File: config.mk
export PLATFORM = sky130hd
export DESIGN_NAME = counter8_ctrl
export DESIGN_NICKNAME = d
export VERILOG_FILES = /design/src/rtl/counter8_ctrl.sv
export SDC_FILE = /design/constraint.sdc
export NUM_CORES = 1
export LEC_CHECK = 0
export CORE_AREA = 2 2 39 41
export DETAILED_ROUTE_END_ITERATION = 7
export DIE_AREA = 0 0 41 43
export PLACE_DENSITY = 0.69
export SLEW_MARGIN = 30
export SYNTH_ARGS = -nofsm -noshare
export SYNTH_HDL_FRONTEND = slang
export SYNTH_SLANG_ARGS = --single-unit
File: constraint.sdc
create_clock -name CLK -period 3.9 [get_ports CLK]
set_input_delay 0.39 -clock CLK [delete_from_list [all_inputs] [get_ports CLK]]
set_output_delay 0.39 -clock CLK [all_outputs]
set_load 0.05 [all_outputs]
File: src/rtl/counter8_ctrl.sv
// counter8_ctrl: run controller for the 3-bit display counter.
// Sequences start/pause/resume/clear and prescales the count-enable tick.
module counter8_ctrl #(
    parameter int DIV = 4
) (
    input  logic       CLK,
    input  logic       rst,
    input  logic       iStart,
    input  logic       iStop,
    input  logic       iClear,
    input  logic       iDir,
    input  logic       iMode,
    input  logic [2:0] iQ,
    output logic       oCE,
    output logic       oUp,
    output logic       oClr,
    output logic       oBusy,
    output logic       oDone,
    output logic [1:0] oState
);

    localparam int PW = $clog2(DIV);
    localparam logic [PW-1:0] LAST = PW'(DIV - 1);

    typedef enum logic [1:0] {
        IDLE  = 2'b00,
        RUN   = 2'b01,
        PAUSE = 2'b10,
        DONE  = 2'b11
    } state_t;

    state_t        state;
    state_t        state_n;
    logic [PW-1:0] presc;
    logic [PW-1:0] presc_n;
    logic          ce;
    logic          ce_n;
    logic          up;
    logic          up_n;
    logic          mode;
    logic          mode_n;
    logic          clr;
    logic          clr_n;
    logic          busy;
    logic          done;
    logic          done_n;
    logic          launch;
    logic [2:0]    pre_target;
    logic          at_term;

    // The tick in flight lands the counter on its target on this edge.
    assign pre_target = up ? 3'd6 : 3'd1;
    assign at_term    = ce & mode & (iQ == pre_target);

    always_comb begin
        state_n = state;
        presc_n = presc;
        ce_n    = 1'b0;
        clr_n   = 1'b0;
        done_n  = 1'b0;
        up_n    = up;
        mode_n  = mode;
        launch  = 1'b0;
        if (iClear) begin
            state_n = IDLE;
            presc_n = '0;
            clr_n   = 1'b1;
        end else begin
            unique case (state)
                IDLE: begin
                    if (iStart) begin
                        state_n = RUN;
                        presc_n = '0;
                        launch  = 1'b1;
                    end
                end
                RUN: begin
                    if (at_term) begin
                        state_n = DONE;
                        done_n  = 1'b1;
                        presc_n = '0;
                    end else if (iStop) begin
                        state_n = PAUSE;
                    end else if (presc == LAST) begin
                        presc_n = '0;
                        ce_n    = 1'b1;
                    end else begin
                        presc_n = presc + 1'b1;
                    end
                end
                PAUSE: begin
                    // Resume keeps the prescaler so the tick phase survives.
                    if (iStop) begin
                        state_n = IDLE;
                        presc_n = '0;
                    end else if (iStart) begin
                        state_n = RUN;
                        launch  = 1'b1;
                    end
                end
                DONE: begin
                    if (iStart) begin
                        state_n = RUN;
                        presc_n = '0;
                        launch  = 1'b1;
                    end
                end
                default: begin
                    state_n = IDLE;
                end
            endcase
        end
        if (launch) begin
            up_n   = iDir;
            mode_n = iMode;
        end
    end

    always_ff @(posedge CLK) begin
        if (rst) begin
            state <= IDLE;
            presc <= '0;
            ce    <= 1'b0;
            clr   <= 1'b0;
            busy  <= 1'b0;
            done  <= 1'b0;
            up    <= 1'b1;
            mode  <= 1'b0;
        end else begin
            state <= state_n;
            presc <= presc_n;
            ce    <= ce_n;
            clr   <= clr_n;
            busy  <= (state_n == RUN);
            done  <= done_n;
            up    <= up_n;
            mode  <= mode_n;
        end
    end

    assign oCE    = ce;
    assign oUp    = up;
    assign oClr   = clr;
    assign oBusy  = busy;
    assign oDone  = done;
    assign oState = state;

endmodule
==> flow_metrics.py, run 1 <==
metrics = {
    "synth": {
        "syn-num-nets": 66,
        "synthCells": 52,
        "synth_top_cell_by_area": "dfxtp_1",
        "yosys_warnings": 0,
        "ys_seq_area_frac": 0.393,
        "synth_cell_types": 26,
        "syn_area_per_cell_um2": 9.79,
        "netlist_area_um2": 509,
        "yosysTopAreaCellShare": 0.393,
        "ys_ff_latch": 10,
        "synth.area.top_cells": "dfxtp_1 39%, ha_1 9.8%, nor2_1 4.4%, inv_1 3.7%, a2111oi_0 3.4%",
    },
    "setup_path": {
        "worstReg2RegStart": "oState[0]$_SDFF_PP0_",
        "ff2ff_setup_slack_ns": 2.22,
        "start_kind": "register",
        "crit_path_cell_trace": "clkdlybuf4s50_1",
        "critPathKind": "reg2out",
        "rr_worst_depth": 5,
        "slowest_delay_ns": 0.82,
        "crit_fanout": 4,
        "cp-end-kind": "output pin",
        "path_delay_family": "buffers and inverters",
        "r2r_end": "oUp$_SDFFE_PP1P_",
        "crit_arrival_ns": 1.49,
        "path_buf_inv": 1,
        "slowest_stage": "clkdlybuf4s50_1",
        "cp_data_required_time_ns": 3.51,
    },
    "sta": {
        "setup_slack_ns": 2.02,
        "hold_viol_final": 0,
        "whs_ns": 0.465,
        "fmaxAchievable_mhz": 533,
        "final.setup.tns_ns": 0,
        "rsz0062_at_grt": "false",
        "finalSetupViolCount": 0,
        "maxSlewHeadroom": 0.672,
        "fin_skew_ns": 0.0141,
        "min_period_ns": 1.88,
        "fin_crit_sh": 0.481,
        "worst_slew_pin_slew_ns": 0.490,
        "slew_viol_final": 0,
    },
    "cts": {
        "cts-root-buf": "clkbuf_4",
        "clk_pin_slew_ns": 0.07,
        "h-tree-depth": 1,
        "cts_hold_buf": 0,
        "post_cts_resized": 0,
        "insertion_delay_ns": 0.28,
        "cts_buffers": 3,
        "cts_tree": "built",
        "clock_sink_count": 10,
        "cts_setup_buffers": 0,
        "ctsLongestPathBuffers": 2,
    },
    "die": {
        "dieWidth_um": 41,
        "num_io_pins": 17,
        "die_h_um": 43,
        "core-area_um2": 1380,
        "die_area_um2": 1760,
        "initial_core_util": 0.368,
        "rows": 14,
    },
    "cells_and_area": {
        "num_antenna_cells": 0,
        "drive_gt1_frac": 0.125,
        "syn_to_final_growth_pct": 42.5,
        "nNetsFinal": 87,
    },
    "route": {
        "avgRoutedWirePerCell_um": 11.4,
        "firstDrtPassIters": 2,
        "wirelength_um": 1010,
        "vias_per_cell": 5.11,
        "drtIter0Drc": 8,
        "postRouteAntennaNets": 0,
        "drc": 0,
        "dr_total_vias": 450,
    },
    "power": {
        "leakage_nw": 0.291,
        "p_per_area_nw_per_um2": 339,
        "ir_drop_v": 0.000251,
    },
    "grt": {
        "grt_max_degree": 8,
        "antenna_found_initial": 0,
        "grt_pass1_wl_um": 1570,
        "first_global_vias": 395,
        "grt_use_total": 0.134,
        "overflow": 0,
    },
    "min_path": {
        "hold_class": "reg2reg",
        "holdPathEnd": "presc[1]$_SDFFE_PP0P_",
        "min_delay_path_depth": 1,
        "hp-start": "presc[1]$_SDFFE_PP0P_",
    },
    "placement": {
        "globalplace.congestion": 0.755,
        "hpwl_um": 784,
        "pre_cts_slack_ns": 1.79,
        "numPortBuffers": 16,
    },
    "status": {
        "status": "completed",
    },
    "flow_run": {
        "maxCapViolCount": 0,
    },
}
metrics by stage:
step / power, W / utilization / std cells / cell area (µm²)
2_1_floorplan: 0.000134 / - / 52 / 509
3_3_place_gp: 0.000153 / 0.498 / 84 / 689
3_5_place_dp: 0.000154 / 0.498 / 84 / 689
4_1_cts: 0.000247 / 0.524 / 88 / 726
5_1_grt: 0.000258 / 0.524 / 88 / 726
6_report: 0.000246 / 0.524 / 88 / 726
cell families after synthesis:
family	Yosys count	share of synthesized area
buffers and inverters	5	0.0369
DFF	10	0.393
and+or+nand+nor	18	0.211
AOI/OAI and AO/OA	13	0.219
muxes	2	0.0418
adders and majority gates	4	0.0983
cell usage after synthesis (all sizes together):
master	count
a22oi	1
nor3	1
a2111o	1
nand3b	1
nand3	2
mux2	1
a211o	1
a21o	1
and3	1
a21oi	1
dfxtp	10
a211oi	1
nor2	6
nor3b	1
or4b	1
inv	5
nand2	1
nand4b	2
o21ai	3
a2111oi	2
ha	4
nor2b	1
nand2b	1
o32ai	1
mux2i	1
o2bb2ai	1
per-layer routing:
layer  wire length (µm)  share of wire  global-route usage  vias up
met3                 78          0.078              0.0785        5
li1                   -              -                   -      234
met1                465           0.46               0.160      199
met5                  0              0                   0        -
met4                 21          0.021              0.0600        0
met2                442           0.44               0.188       12
power breakdown:
| part | switching, W | internal (W) |
|---|---|---|
| clock network | 0.0000380 | 0.0000567 |
| logic | 0.0000238 | 0.0000197 |
| registers | 0.00000215 | 0.000106 |
cell usage in the layout (no fill, tap or decap):
cell / n
nor2b_1: 1
a21o_2: 1
clkbuf_8: 1
a211oi_1: 1
nand3b_1: 1
a22oi_1: 1
inv_1: 5
clkbuf_4: 3
a2111o_1: 1
nor3b_1: 1
mux2_1: 1
nor2_1: 6
and3_2: 1
nor3_1: 1
clkdlybuf4s50_1: 16
nand2_1: 1
o21ai_0: 3
nand2b_1: 1
a211o_2: 1
mux2i_1: 1
nand4b_1: 2
or4b_4: 1
ha_1: 4
o32ai_1: 1
dfxtp_1: 10
a2111oi_0: 2
a21oi_4: 1
o2bb2ai_1: 1
nand3_1: 2
state kept, by name, summed over array words and instances, names as in the netlist:
signal,flops
oCE,1
oState,2
oClr,1
oBusy,1
mode,1
oDone,1
presc,2
oUp,1
worst max path at each step:
stage	from	end	slack (ns)	cells past startpoint
2_1_floorplan	oState[0]$_SDFF_PP0_	oUp$_SDFFE_PP1P_	1.92	5
3_3_place_gp	iStop	oUp$_SDFFE_PP1P_	1.82	4
3_5_place_dp	iQ[1]	presc[0]$_SDFFE_PP0P_	1.79	5
4_1_cts	oState[1]$_SDFF_PP0_	oState[1]	2.02	1
5_1_grt	oState[1]$_SDFF_PP0_	oState[1]	1.95	1
6_report	oState[1]$_SDFF_PP0_	oState[1]	2.02	1
layout make-up:
cell class	count	area (µm²)
fill	139	658
multi-input combinational	37	290
sequential	10	200
timing repair buffer	16	160
clock buffer	4	36.3
tap	16	20.0
inverter	5	18.8
No activity file was read; power rests on OpenSTA's default activity.
==> run 2: changes to the inputs <==
--- a/config.mk
+++ b/config.mk
@@ -5,10 +5,9 @@
 export SDC_FILE = /design/constraint.sdc
 export NUM_CORES = 1
 export LEC_CHECK = 0
-export CORE_AREA = 2 2 39 41
+export CORE_UTILIZATION = 38
 export DETAILED_ROUTE_END_ITERATION = 7
-export DIE_AREA = 0 0 41 43
-export PLACE_DENSITY = 0.69
+export PLACE_DENSITY = 0.71
 export SLEW_MARGIN = 30
 export SYNTH_ARGS = -nofsm -noshare
 export SYNTH_HDL_FRONTEND = slang
==> constraint.sdc (replaced) <==
create_clock -name CLK -period 1.6 [get_ports CLK]
set_input_delay 0.16 -clock CLK [delete_from_list [all_inputs] [get_ports CLK]]
set_output_delay 0.16 -clock CLK [all_outputs]
set_load 0.05 [all_outputs]
==> flow_metrics.py, run 2 (synthesis results as in run 1) <==
metrics = {
    "status": {
        "status": "completed",
    },
    "cts": {
        "cts_hold_buf": 0,
        "insertion_delay_ns": 0.26,
        "cts_tree": "built",
        "clock_sink_count": 10,
        "ctsLongestPathBuffers": 2,
        "clk_pin_slew_ns": 0.06,
        "cts-root-buf": "clkbuf_4",
        "cts_buffers": 3,
        "h-tree-depth": 1,
    },
    "route": {
        "drtIter0Drc": 19,
        "drc": 0,
        "vias_per_cell": 5.28,
        "firstDrtPassIters": 4,
        "dr_total_vias": 486,
        "wirelength_um": 1120,
        "avgRoutedWirePerCell_um": 12.1,
        "postRouteAntennaNets": 0,
    },
    "setup_path": {
        "worstReg2RegStart": "oState[0]$_SDFF_PP0_",
        "cp-end-kind": "register",
        "crit_path_cell_trace": "clkdlybuf4s50_1 -> or4b_4 -> a21oi_4 -> o2bb2ai_1 -> mux2_1",
        "r2r_end": "oUp$_SDFFE_PP1P_",
        "start_kind": "input port",
        "critPathKind": "in2reg",
        "crit_arrival_ns": 1.73,
        "ff2ff_setup_slack_ns": 0.04,
        "setup.worst_path.end": "presc[0]$_SDFFE_PP0P_",
        "startpoint": "iQ[2]",
        "cp_data_required_time_ns": 1.74,
        "crit_fanout": 6,
        "rr_worst_depth": 5,
        "slowest_stage": "or4b_4",
        "slowest_delay_ns": 0.56,
    },
    "sta": {
        "fmaxAchievable_mhz": 630,
        "finalSetupViolCount": 0,
        "maxSlewHeadroom": 0.674,
        "fin_crit_sh": 0.992,
        "fin_skew_ns": 0.00333,
        "setup_slack_ns": 0.0130,
        "min_period_ns": 1.59,
        "slew_viol_final": 0,
        "rsz0062_at_grt": "true",
        "worst_slew_pin_slew_ns": 0.488,
        "hold_viol_final": 0,
    },
    "die": {
        "core-area_um2": 1170,
        "initial_core_util": 0.435,
        "num_io_pins": 17,
        "rows": 12,
        "dieWidth_um": 38.6,
        "die_area_um2": 1490,
        "die_h_um": 38.6,
    },
    "flow_run": {
        "maxCapViolCount": 0,
    },
    "grt": {
        "overflow": 0,
        "antenna_found_initial": 0,
        "grt_max_degree": 7,
        "grt_use_total": 0.181,
        "grt_pass1_wl_um": 1750,
        "first_global_vias": 389,
    },
    "placement": {
        "dpl-instance-area_um2": 753,
        "pre_cts_slack_ns": -0.250,
        "numPortBuffers": 16,
        "hpwl_um": 882,
        "globalplace.congestion": 0.828,
    },
    "cells_and_area": {
        "syn_to_final_growth_pct": 53.8,
        "num_antenna_cells": 0,
        "final_cell_mix": "12 x clkdlybuf4s50_1, 11 x buf_4, 7 x dfxtp_1, 6 x nor2_1",
        "fin_area_um2": 783,
        "mostFrequentLayoutCell": "clkdlybuf4s50_1",
        "nNetsFinal": 94,
        "drive_gt1_frac": 0.333,
    },
    "min_path": {
        "hold_class": "reg2reg",
    },
    "power": {
        "leakage_nw": 0.331,
        "ir_drop_v": 0.000447,
        "p_per_area_nw_per_um2": 706,
    },
}
[run 2: cell count changes in the layout (fill, tap and decap cells not counted), sizes merged]
cell           before  now
buf                 0   11
clkdlybuf4s50      16   12
clkbuf              4    3
[run 2: area by class of cell]
type	count	area, µm²
Clock buffer	3	22.5
Sequential cell	10	209
Timing Repair Buffer	23	203
Fill cell	101	388
Inverter	5	21.3
Multi-Input combinational cell	37	310
Tap cell	14	17.5
[run 2: critical path: cells and delay by family]
family	cells	cell delay (ns)
AND/OR/NAND/NOR	1	0.56
multiplexers	1	0.30
buffers and inverters	1	0.42
AO/OA/AOI/OAI	2	0.30
[run 2: timing repair]
item / 4_1_cts / 5_1_grt
endpoints found under the setup margin: 1 / 2
pin swaps: 1 / 0
resized for setup: 0 / 1
buffers inserted: 0 / 0
[run 2: per-layer routing]
metal  GRT usage  wire length, µm  up-vias
met5           0                0        -
met4      0.0776                0        0
met3      0.0867               70        0
met2       0.242              500       19
met1       0.242              545      217
li1            -                -      250
[run 2: per-stage QoR]
stage          hold slack, ns  TNS, ns  utilization  cells  total power [W]
6_report                0.465        0        0.669     92         0.000553
5_1_grt                 0.484  -0.0430        0.669     92         0.000580
4_1_cts                 0.466        0        0.662     92         0.000555
3_5_place_dp            0.451   -0.884        0.643     89         0.000388
3_3_place_gp            0.462   -0.782        0.643     89         0.000387
2_1_floorplan           0.229  -0.0343            -     52         0.000330
[run 2: worst min path at each step]
stage / startpoint / end / slack (ns) / depth (start not counted)
after floorplan: rst / oState[1]$_SDFF_PP0_ / 0.23 / 1
after global placement: presc[1]$_SDFFE_PP0P_ / presc[1]$_SDFFE_PP0P_ / 0.46 / 1
after detailed placement: presc[1]$_SDFFE_PP0P_ / presc[1]$_SDFFE_PP0P_ / 0.45 / 1
after CTS: presc[1]$_SDFFE_PP0P_ / presc[1]$_SDFFE_PP0P_ / 0.47 / 1
after global routing: presc[1]$_SDFFE_PP0P_ / presc[1]$_SDFFE_PP0P_ / 0.48 / 1
final: presc[1]$_SDFFE_PP0P_ / presc[1]$_SDFFE_PP0P_ / 0.46 / 1
[run 2: where the power goes]
| group | switching [W] | internal (W) |
|---|---|---|
| Combinational | 0.0000629 | 0.0000588 |
| Sequential | 0.00000645 | 0.000257 |
| Clock | 0.0000807 | 0.0000867 |
